<file path="config.mk">
export PLATFORM = sky130hd
export DESIGN_NAME = io_stall_sequencer
export DESIGN_NICKNAME = d
export VERILOG_FILES = /design/src/rtl/arm_io_pkg.sv /design/src/rtl/io_stall_sequencer_rise_detect.sv /design/src/rtl/io_stall_sequencer.sv
export SDC_FILE = /design/constraint.sdc
export NUM_CORES = 1
export LEC_CHECK = 0
export CELL_PAD_IN_SITES_DETAIL_PLACEMENT = 0
export CELL_PAD_IN_SITES_GLOBAL_PLACEMENT = 1
export CORE_MARGIN = 5
export CORE_UTILIZATION = 52
export DETAILED_ROUTE_END_ITERATION = 10
export DONT_BUFFER_PORTS = 1
export PLACE_DENSITY_LB_ADDON = 0.1
export SYNTH_ARGS = -nofsm -noshare
export SYNTH_HDL_FRONTEND = slang
export SYNTH_SLANG_ARGS = --single-unit
</file>
<file path="constraint.sdc">
create_clock -name fast_clock -period 3.2 [get_ports fast_clock]
set_input_delay 0.32 -clock fast_clock [delete_from_list [all_inputs] [get_ports fast_clock]]
set_output_delay 0.32 -clock fast_clock [all_outputs]
set_load 0.1 [all_outputs]
</file>
<file path="src/rtl/arm_io_pkg.sv">
`default_nettype none
// ============================================================================
//  Module      : arm_io_pkg
//  Description : Shared state encoding and default widths for the blocking
//                I/O stall sequencer.
//  Revision    : 1.0  initial release
// ============================================================================
package arm_io_pkg;

    // Default data widths
    localparam int C_IO_WIDTH_DEF  = 16;
    localparam int C_WORD_SIZE_DEF = 32;

    // Sequencer state encoding (3-bit, fixed values)
    localparam logic [2:0] C_ST_RUN        = 3'd0;
    localparam logic [2:0] C_ST_IN_WAIT    = 3'd1;
    localparam logic [2:0] C_ST_IN_RELEASE = 3'd2;
    localparam logic [2:0] C_ST_OUT_WAIT   = 3'd3;
    localparam logic [2:0] C_ST_COMMIT     = 3'd4;

    // True while the core is parked waiting for the operator
    function automatic logic is_wait_state(input logic [2:0] s);
        return (s == C_ST_IN_WAIT) || (s == C_ST_IN_RELEASE) || (s == C_ST_OUT_WAIT);
    endfunction

endpackage : arm_io_pkg
`default_nettype wire

</file>
<file path="src/rtl/io_stall_sequencer_rise_detect.sv">
`default_nettype none
// ============================================================================
//  Module      : rise_detect
//  Description : Single-bit rising-edge detector. The input is already
//                synchronous to clk; the pulse lasts exactly one clk cycle.
//  Revision    : 1.0  initial release
// ============================================================================
module rise_detect (
    input  logic clk,
    input  logic rst_n,
    input  logic i_d,
    output logic o_rise
);

    logic prev_q;
    logic prev_d;

    // History register tracks the previous sample of the input
    always_comb begin
        prev_d = i_d;
    end

    // History flop, cleared so a level high out of reset reads as an edge
    always_ff @(posedge clk or negedge rst_n) begin
        if (!rst_n) begin
            prev_q <= 1'b0;
        end else begin
            prev_q <= prev_d;
        end
    end

    assign o_rise = i_d & ~prev_q;

endmodule : rise_detect
`default_nettype wire

</file>
<file path="src/rtl/io_stall_sequencer.sv">
`default_nettype none
// ============================================================================
//  Module      : io_stall_sequencer
//  Description : Stalls the slow_clock datapath around blocking input/output
//                instructions until the operator responds, and latches the
//                OS request button into a pending request for control.
//  Revision    : 1.0  initial release
// ============================================================================
module io_stall_sequencer
    import arm_io_pkg::*;
#(
    parameter int IO_WIDTH     = C_IO_WIDTH_DEF,
    parameter int WORD_SIZE    = C_WORD_SIZE_DEF,
    parameter int BLINK_CYCLES = 8_000_000,
    parameter int BLINK_WIDTH  = 24
) (
    input  logic                 fast_clock,
    input  logic                 reset,
    input  logic                 slow_clock,
    input  logic                 is_input,
    input  logic                 is_output,
    input  logic                 is_os,
    input  logic                 confirmation,
    input  logic                 continue_debounced,
    input  logic                 user_request,
    input  logic [IO_WIDTH-1:0]  sw,
    input  logic [IO_WIDTH-1:0]  out_data,
    output logic                 enable,
    output logic [WORD_SIZE-1:0] in_data,
    output logic [IO_WIDTH-1:0]  display_data,
    output logic                 os_request,
    output logic                 waiting
);

    localparam logic [BLINK_WIDTH-1:0] C_BLINK_MAX = BLINK_WIDTH'(BLINK_CYCLES - 1);

    logic                   confirm_rise;
    logic                   continue_rise;
    logic                   request_rise;
    logic                   slow_rise;

    logic [2:0]             state_q,     state_d;
    logic                   enable_q,    enable_d;
    logic [WORD_SIZE-1:0]   in_data_q,   in_data_d;
    logic [IO_WIDTH-1:0]    display_q,   display_d;
    logic                   pending_q,   pending_d;
    logic                   os_req_q,    os_req_d;
    logic [BLINK_WIDTH-1:0] blink_cnt_q, blink_cnt_d;
    logic                   waiting_q,   waiting_d;

    rise_detect u_rise_confirm  (.clk(fast_clock), .rst_n(reset), .i_d(confirmation),       .o_rise(confirm_rise));
    rise_detect u_rise_continue (.clk(fast_clock), .rst_n(reset), .i_d(continue_debounced), .o_rise(continue_rise));
    rise_detect u_rise_request  (.clk(fast_clock), .rst_n(reset), .i_d(user_request),       .o_rise(request_rise));
    rise_detect u_rise_slow     (.clk(fast_clock), .rst_n(reset), .i_d(slow_clock),         .o_rise(slow_rise));

    // Sequencer next state, captured input word and latched display value
    always_comb begin
        state_d   = state_q;
        in_data_d = in_data_q;
        display_d = display_q;
        case (state_q)
            C_ST_RUN: begin
                if (is_input && !is_output) begin
                    state_d = C_ST_IN_WAIT;
                end else if (is_output && !is_input) begin
                    display_d = out_data;
                    state_d   = C_ST_OUT_WAIT;
                end
            end
            C_ST_IN_WAIT: begin
                // Only a fresh press counts; a level held since entry is ignored
                if (confirm_rise) begin
                    in_data_d = {{(WORD_SIZE - IO_WIDTH){1'b0}}, sw};
                    state_d   = C_ST_IN_RELEASE;
                end
            end
            C_ST_IN_RELEASE: begin
                if (!confirmation) begin
                    state_d = C_ST_COMMIT;
                end
            end
            C_ST_OUT_WAIT: begin
                if (continue_rise) begin
                    state_d = C_ST_COMMIT;
                end
            end
            C_ST_COMMIT: begin
                // Run until the datapath takes one slow edge so the I/O
                // instruction retires once and cannot re-trigger the stall
                if (slow_rise) begin
                    state_d = C_ST_RUN;
                end
            end
            default: begin
                state_d = C_ST_RUN;
            end
        endcase
    end

    // Enable is registered from the next state so it falls one cycle after is_input/is_output
    always_comb begin
        enable_d = (state_d == C_ST_RUN) || (state_d == C_ST_COMMIT);
    end

    // Sticky OS request; only presented while running, so an I/O start wins a tie
    always_comb begin
        pending_d = pending_q | request_rise;
        if (is_os) begin
            pending_d = 1'b0;
        end
        os_req_d = pending_d && (state_d == C_ST_RUN) && !is_os;
    end

    // Wait-indicator blink counter, cleared the same cycle the wait ends
    always_comb begin
        blink_cnt_d = '0;
        waiting_d   = 1'b0;
        if (is_wait_state(state_q) && is_wait_state(state_d)) begin
            if (blink_cnt_q == C_BLINK_MAX) begin
                blink_cnt_d = '0;
                waiting_d   = ~waiting_q;
            end else begin
                blink_cnt_d = blink_cnt_q + BLINK_WIDTH'(1);
                waiting_d   = waiting_q;
            end
        end
    end

    // State registers with asynchronous active-low reset
    always_ff @(posedge fast_clock or negedge reset) begin
        if (!reset) begin
            state_q     <= C_ST_RUN;
            enable_q    <= 1'b1;
            in_data_q   <= '0;
            display_q   <= '0;
            pending_q   <= 1'b0;
            os_req_q    <= 1'b0;
            blink_cnt_q <= '0;
            waiting_q   <= 1'b0;
        end else begin
            state_q     <= state_d;
            enable_q    <= enable_d;
            in_data_q   <= in_data_d;
            display_q   <= display_d;
            pending_q   <= pending_d;
            os_req_q    <= os_req_d;
            blink_cnt_q <= blink_cnt_d;
            waiting_q   <= waiting_d;
        end
    end

    assign enable       = enable_q;
    assign in_data      = in_data_q;
    assign display_data = display_q;
    assign os_request   = os_req_q;
    assign waiting      = waiting_q;

endmodule : io_stall_sequencer
`default_nettype wire

</file>
# Word-level counts from Yosys, hierarchy flattened

Cells that the tools add are included.

Muxes and demuxes: 12
Reductions and logical operators: 17
Equal/unequal tests: 10
Bitwise operators: 11
Add/sub/neg operators: 1

Operator list:

| operator                                               | count |
|---|---|
| 2-to-1 mux 24 bit                                      | 2 |
| adder 24 x 1 -> 24 bit (second input constant)         | 1 |
| equality test 24 x 23 -> 1 bit (second input constant) | 1 |
| 2-to-1 mux 3 bit                                       | 6 |
| one-hot mux 3 bit (5 select lines)                     | 1 |
| equality test 3 x 2 -> 1 bit (second input constant)   | 4 |
| equality test 3 x 1 -> 1 bit (second input constant)   | 2 |
| equality test 3 bit (second input constant)            | 2 |
| logical NOT 3 bit                                      | 2 |
| inverter 1 bit                                         | 6 |
| logical AND 1 bit                                      | 5 |
| logical OR 1 bit                                       | 5 |
| AND 1 bit                                              | 4 |
| logical NOT 1 bit                                      | 3 |
| 2-to-1 mux 1 bit                                       | 3 |
| AND reduction 3 bit                                    | 1 |
| != test 2 x 1 -> 1 bit (second input constant)         | 1 |
| AND reduction 2 bit                                    | 1 |
| OR 1 bit                                               | 1 |

Register bits: 67
Input port bits: 41

# Logic depth before layout (Yosys ltp)

Depth after elaboration: 10
Gate-level depth with buffers: 6
Mapped depth without buffers: 5

# Cells and area by module

Synthesis repeated with hierarchy kept, for this count alone.

Cells, all modules: 254
Area, all modules: 3041.7 um^2

Modules (own cells, without submodules):

| module             | cells each | times used | area each (um^2) | seq. area each (um^2) |
|---|---|---|---|---|
| io_stall_sequencer | 246        | 1          | 2886.5           | 1577.8 |
| rise_detect        | 2          | 4          | 38.8             | 25.0 |

# Least setup slack after synthesis

OpenSTA, ideal clock, no wires.

Path kind: flip-flop to flip-flop
Start point: reg blink_cnt_q[0]
End point: reg blink_cnt_q[20]
Arrival time: 2.051 ns
Data required time: 3.113 ns
Setup slack: 1.061 ns
Cell stages (with the launch flop): 7
Setup time: 0.087 ns
Cells stage by stage: dfrtp_1 > ha_1 > nand2_1 > or4_4 > buf_6 > or4_4 > a211oi_2

Word-level cells in the longest chain between the ends: 3
Elaborated cells on any way between the ends: 4
Classes of those cells: 1 x add/sub; 1 x eq/ne; 2 x mux

Ends and longest elaborated chain:

| item                                                                     | line                                                 | source |
|---|---|---|
| start: declaration                                                       | io_stall_sequencer.sv:48                             | `logic [BLINK_WIDTH-1:0] blink_cnt_q, blink_cnt_d;` |
| start signal: assignment                                                 | io_stall_sequencer.sv:147                            | `blink_cnt_q <= blink_cnt_d;` |
| adder 24 x 1 -> 24 bit or equality test 24 x 23 -> 1 bit (tied branches) | io_stall_sequencer.sv:123, io_stall_sequencer.sv:119 |  |
| 2-to-1 mux 24 bit *                                                      | io_stall_sequencer.sv:119                            | `if (blink_cnt_q == C_BLINK_MAX) begin` |
| 2-to-1 mux 24 bit *                                                      | io_stall_sequencer.sv:118                            | `if (is_wait_state(state_q) && is_wait_state(state_d)) begin` |
| via blink_cnt_d[20]                                                      | io_stall_sequencer.sv:48                             |  |

Mark *: on every way through the listed nets, which the timed path passes. The rest lies on a longest branch.
A chain may end at the register's enable or synchronous reset.

# Worst setup path in the final report

Start point: reg blink_cnt_q[15]
End point: reg blink_cnt_q[13]

Word-level cells in the longest chain between the ends: 3

Ends and longest elaborated chain:

| item                           | line |
|---|---|
| equality test 24 x 23 -> 1 bit | io_stall_sequencer.sv:119 |
| 2-to-1 mux 24 bit              | io_stall_sequencer.sv:119 |
| 2-to-1 mux 24 bit              | io_stall_sequencer.sv:118 |
| via blink_cnt_d[13]            | io_stall_sequencer.sv:48 |

The timed path passes the listed nets, and every way through them passes these cells.

==> flow_metrics.py <==
metrics = {
    "clock_network": {
        "cts_sinks": 67,
        "cts.root.buffer_cell": "clkbuf_8",
        "post_cts_resize_count": 0,
        "cts_made_buffers": 9,
        "clock_tree_from_tritoncts": "yes",
        "post-cts-setup-buffer-count": 0,
        "clkSlewWorstSetupHoldPaths_ns": 0.07,
        "clock_latency_ns": 0.33,
        "clock_tree.buffer_depth": 2,
        "h_tree_levels": 3,
    },
    "worst_hold_path": {
        "min_from": "is_os",
        "min_path_type": "input port to register",
        "hold-path-endpoint": "pending_q",
        "worstHoldPathCells": 1,
    },
    "final_layout": {
        "multi_input_gate_area_in_the_final_layout_um2": 1261,
        "n_fill_cell": 509,
        "layout.area.seq_um2": 1678,
        "layout_commonest_cell": "dfrtp_1",
        "flow.area_growth_from_synthesis_pct": 9.202,
        "post-route-cell-area_um2": 3341,
        "layout.cells.most_common_list": "dfrtp_1 (66), mux2_2 (32), conb_1 (16)",
        "layout.nets": 306,
        "diodes": 0,
        "final_design_utilization": 0.5744,
        "drive_gt1_frac": 0.2305,
    },
    "route": {
        "detail_route.wl_per_cell_um": 16.89,
        "totalWireLength_mm": 5.810,
        "route.detailed.vias_per_inst": 5.599,
        "drt-initial-drc-count": 97,
        "vias": 1926,
        "route.detailed.drc": 0,
        "ant_nets": 0,
        "dr.pass1.iters": 4,
    },
    "synth": {
        "netlist_area_before_placement_um2": 3059,
        "synth_cells": 256,
        "yosys_register_bits": 67,
        "yosysWarnings": 0,
        "yosys.cell_types.count": 43,
        "yosysSeqAreaShare": 0.5485,
        "mean_instance_size_in_the_synthesized_netlist_um2": 11.95,
    },
    "global_routing": {
        "antenna_found_initial": 0,
        "grt.overflow.total": 0,
        "grt_max_degree": 68,
        "global_route.usage.total": 0.1582,
        "grt_pass1_vias": 1906,
        "first_pass_grt_wire_length_mm": 9.342,
    },
    "critical_path": {
        "reg2reg_setup_slack_ns": 0.87,
        "critical_path.slowest_cell": "or4_2",
        "timing.rr.end": "blink_cnt_q[13]",
        "setup.worst_path.end_class": "register",
        "worst-endpoint-arrival_ns": 2.50,
        "worst_endpoint_required_time_ns": 3.37,
        "cp-start-kind": "register",
        "timing.reg2reg.worst_path_depth": 5,
        "critPathMaxFanout": 20,
        "critical_path.max_stage_delay_ns": 0.59,
        "worst_setup_path_category": "register to register",
        "timing.rr.start": "blink_cnt_q[15]",
        "path_cells": "or4_1 > or4_2 > nor2b_1 > buf_4 > a211oi_1",
    },
    "floorplanning": {
        "ioPinCount": 92,
        "rows": 28,
        "core_area_um2": 5816,
        "fp.dieW_um": 86.70,
        "floorplan.die.height_um": 86.70,
        "dieArea_um2": 7517,
        "initial_core_utilization": 0.5260,
    },
    "sta": {
        "finalWorstPathRequiredPeriod_ns": 2.332,
        "max_slew_margin_vs_limit": 0.3880,
        "post-route-period-util": 0.7287,
        "worst_pin_slew_ns": 0.9180,
        "fin_ws_ns": 0.8682,
        "rsz0062_at_grt": "false",
        "setup_viol": 0,
        "timing.final.hold_violations": 0,
        "clock_skew_ns": 0.006224,
        "report.final.slew_viol_count": 0,
        "clock.fmax_mhz": 428.9,
        "fin_tns_setup_ns": 0,
    },
    "placement": {
        "finalWeightedCongestion": 0.7022,
        "post-dp-hpwl_mm": 4.011,
        "dp_slack_ns": 0.8729,
        "placement.cell_area_um2": 3070,
        "numPortBuffers": 0,
    },
    "outcome": {
        "result_of_the_run": "finished, final reports clean",
    },
    "job": {
        "maxCapViolations": 0,
    },
}
[worst max path at each step]
stage               startpoint  cells past startpoint  slack (ns)         endpoint
2_1_floorplan   blink_cnt_q[0]                      6        1.06  blink_cnt_q[20]
3_3_place_gp    blink_cnt_q[0]                      6        0.94   blink_cnt_q[2]
3_5_place_dp   blink_cnt_q[15]                      5        0.87  blink_cnt_q[13]
4_1_cts        blink_cnt_q[15]                      5        0.85  blink_cnt_q[13]
5_1_grt        blink_cnt_q[15]                      5        0.70   blink_cnt_q[1]
6_report       blink_cnt_q[15]                      5        0.87  blink_cnt_q[13]
[registers in the layout, summed over array words and instances, names as in the netlist]
register	cells
enable	1
u_rise_continue.prev_q	1
u_rise_confirm.prev_q	1
in_data	16
os_request	1
pending_q	1
waiting	1
u_rise_slow.prev_q	1
blink_cnt_q	24
state_q	3
u_rise_request.prev_q	1
display_data	16
[through the flow]
stage | hold slack, ns | std cells
global route | 0.04512 | 344
finish | 0.06057 | 344
global placement | 0.02602 | 322
detailed placement | 0.02610 | 322
floorplan | 0.02441 | 271
CTS | 0.04185 | 344
[cells in the mapped netlist]
cell type / number / area, µm²
o21ai_0: 7 / 35.03
or4_1: 7 / 52.55
or3_1: 4 / 25.02
nand4_1: 5 / 31.28
nor2_1: 10 / 37.54
or3_2: 3 / 22.52
nor4bb_1: 1 / 10.01
a2111oi_0: 1 / 8.760
a21oi_1: 3 / 15.01
nand2_1: 9 / 33.78
or3b_1: 1 / 8.760
a21o_1: 1 / 7.510
nand4_4: 1 / 21.27
buf_2: 3 / 15.01
a31o_2: 1 / 8.760
buf_6: 1 / 11.26
a211oi_2: 2 / 25.02
nor3_1: 15 / 75.07
or4_2: 1 / 8.760
o41ai_1: 1 / 8.760
dfrtp_1: 66 / 1652
clkbuf_1: 6 / 22.52
buf_4: 16 / 120.1
and3_1: 1 / 6.260
a311o_1: 1 / 10.01
inv_1: 6 / 22.52
nand2b_1: 2 / 12.51
o221ai_1: 1 / 8.760
o31ai_1: 4 / 30.03
nor2b_1: 3 / 18.77
xnor2_1: 8 / 70.07
or4_4: 2 / 22.52
ha_1: 1 / 12.51
and4_1: 1 / 8.760
dfstp_2: 1 / 26.28
mux2_2: 32 / 360.4
nand3_1: 8 / 40.04
xor2_1: 5 / 43.79
a211oi_1: 8 / 60.06
nor4b_1: 1 / 8.760
conb_1: 1 / 3.750
nor3b_1: 3 / 22.52
nand3b_1: 2 / 15.01
[logic make-up after synthesis]
family,after synthesis,synth area share
AND/OR/NAND/NOR,80,0.1575
flip-flops,67,0.5485
multiplexers,32,0.1178
buffers and inverters,32,0.06258
AO/OA/AOI/OAI,30,0.07117
XOR/XNOR,13,0.03722
adder cells (fa/ha/maj),1,0.004089
other,1,0.001226
[timing repair]
| action | 4_1_cts | 5_1_grt |
|---|---|---|
| setup endpoints to repair | 0 | 0 |
| endpoints found under the hold margin | 71 | 0 |
| hold buffers | 6 | 0 |
[final cells by class]
| type | count | share of cell area |
|---|---|---|
| inverter | 6 | 0.006742 |
| clock buffer | 10 | 0.03820 |
| tap | 75 | 0.02809 |
| timing repair buffer | 8 | 0.02772 |
| sequential | 67 | 0.5022 |
| multi-input combinational | 172 | 0.3775 |
| clock inverter | 6 | 0.01948 |
[routing by layer]
metal	vias to the layer above	GRT usage	wire (µm)
met1	951	0.1947	2385
met3	9	0.04278	382
met5	-	0	0
li1	913	-	-
met4	0	0.07649	92
met2	53	0.2573	2950
[worst max-delay path, delay by kind of cell (launching register included)]
kind | cells | cell delay (ns)
compound gates | 1 | 0.09
buf+inv | 1 | 0.30
flops | 1 | 0.44
simple gates | 3 | 1.33
Power is not shown: default switching activity piles up to over one toggle a cycle in this logic, so the estimate is an artifact.
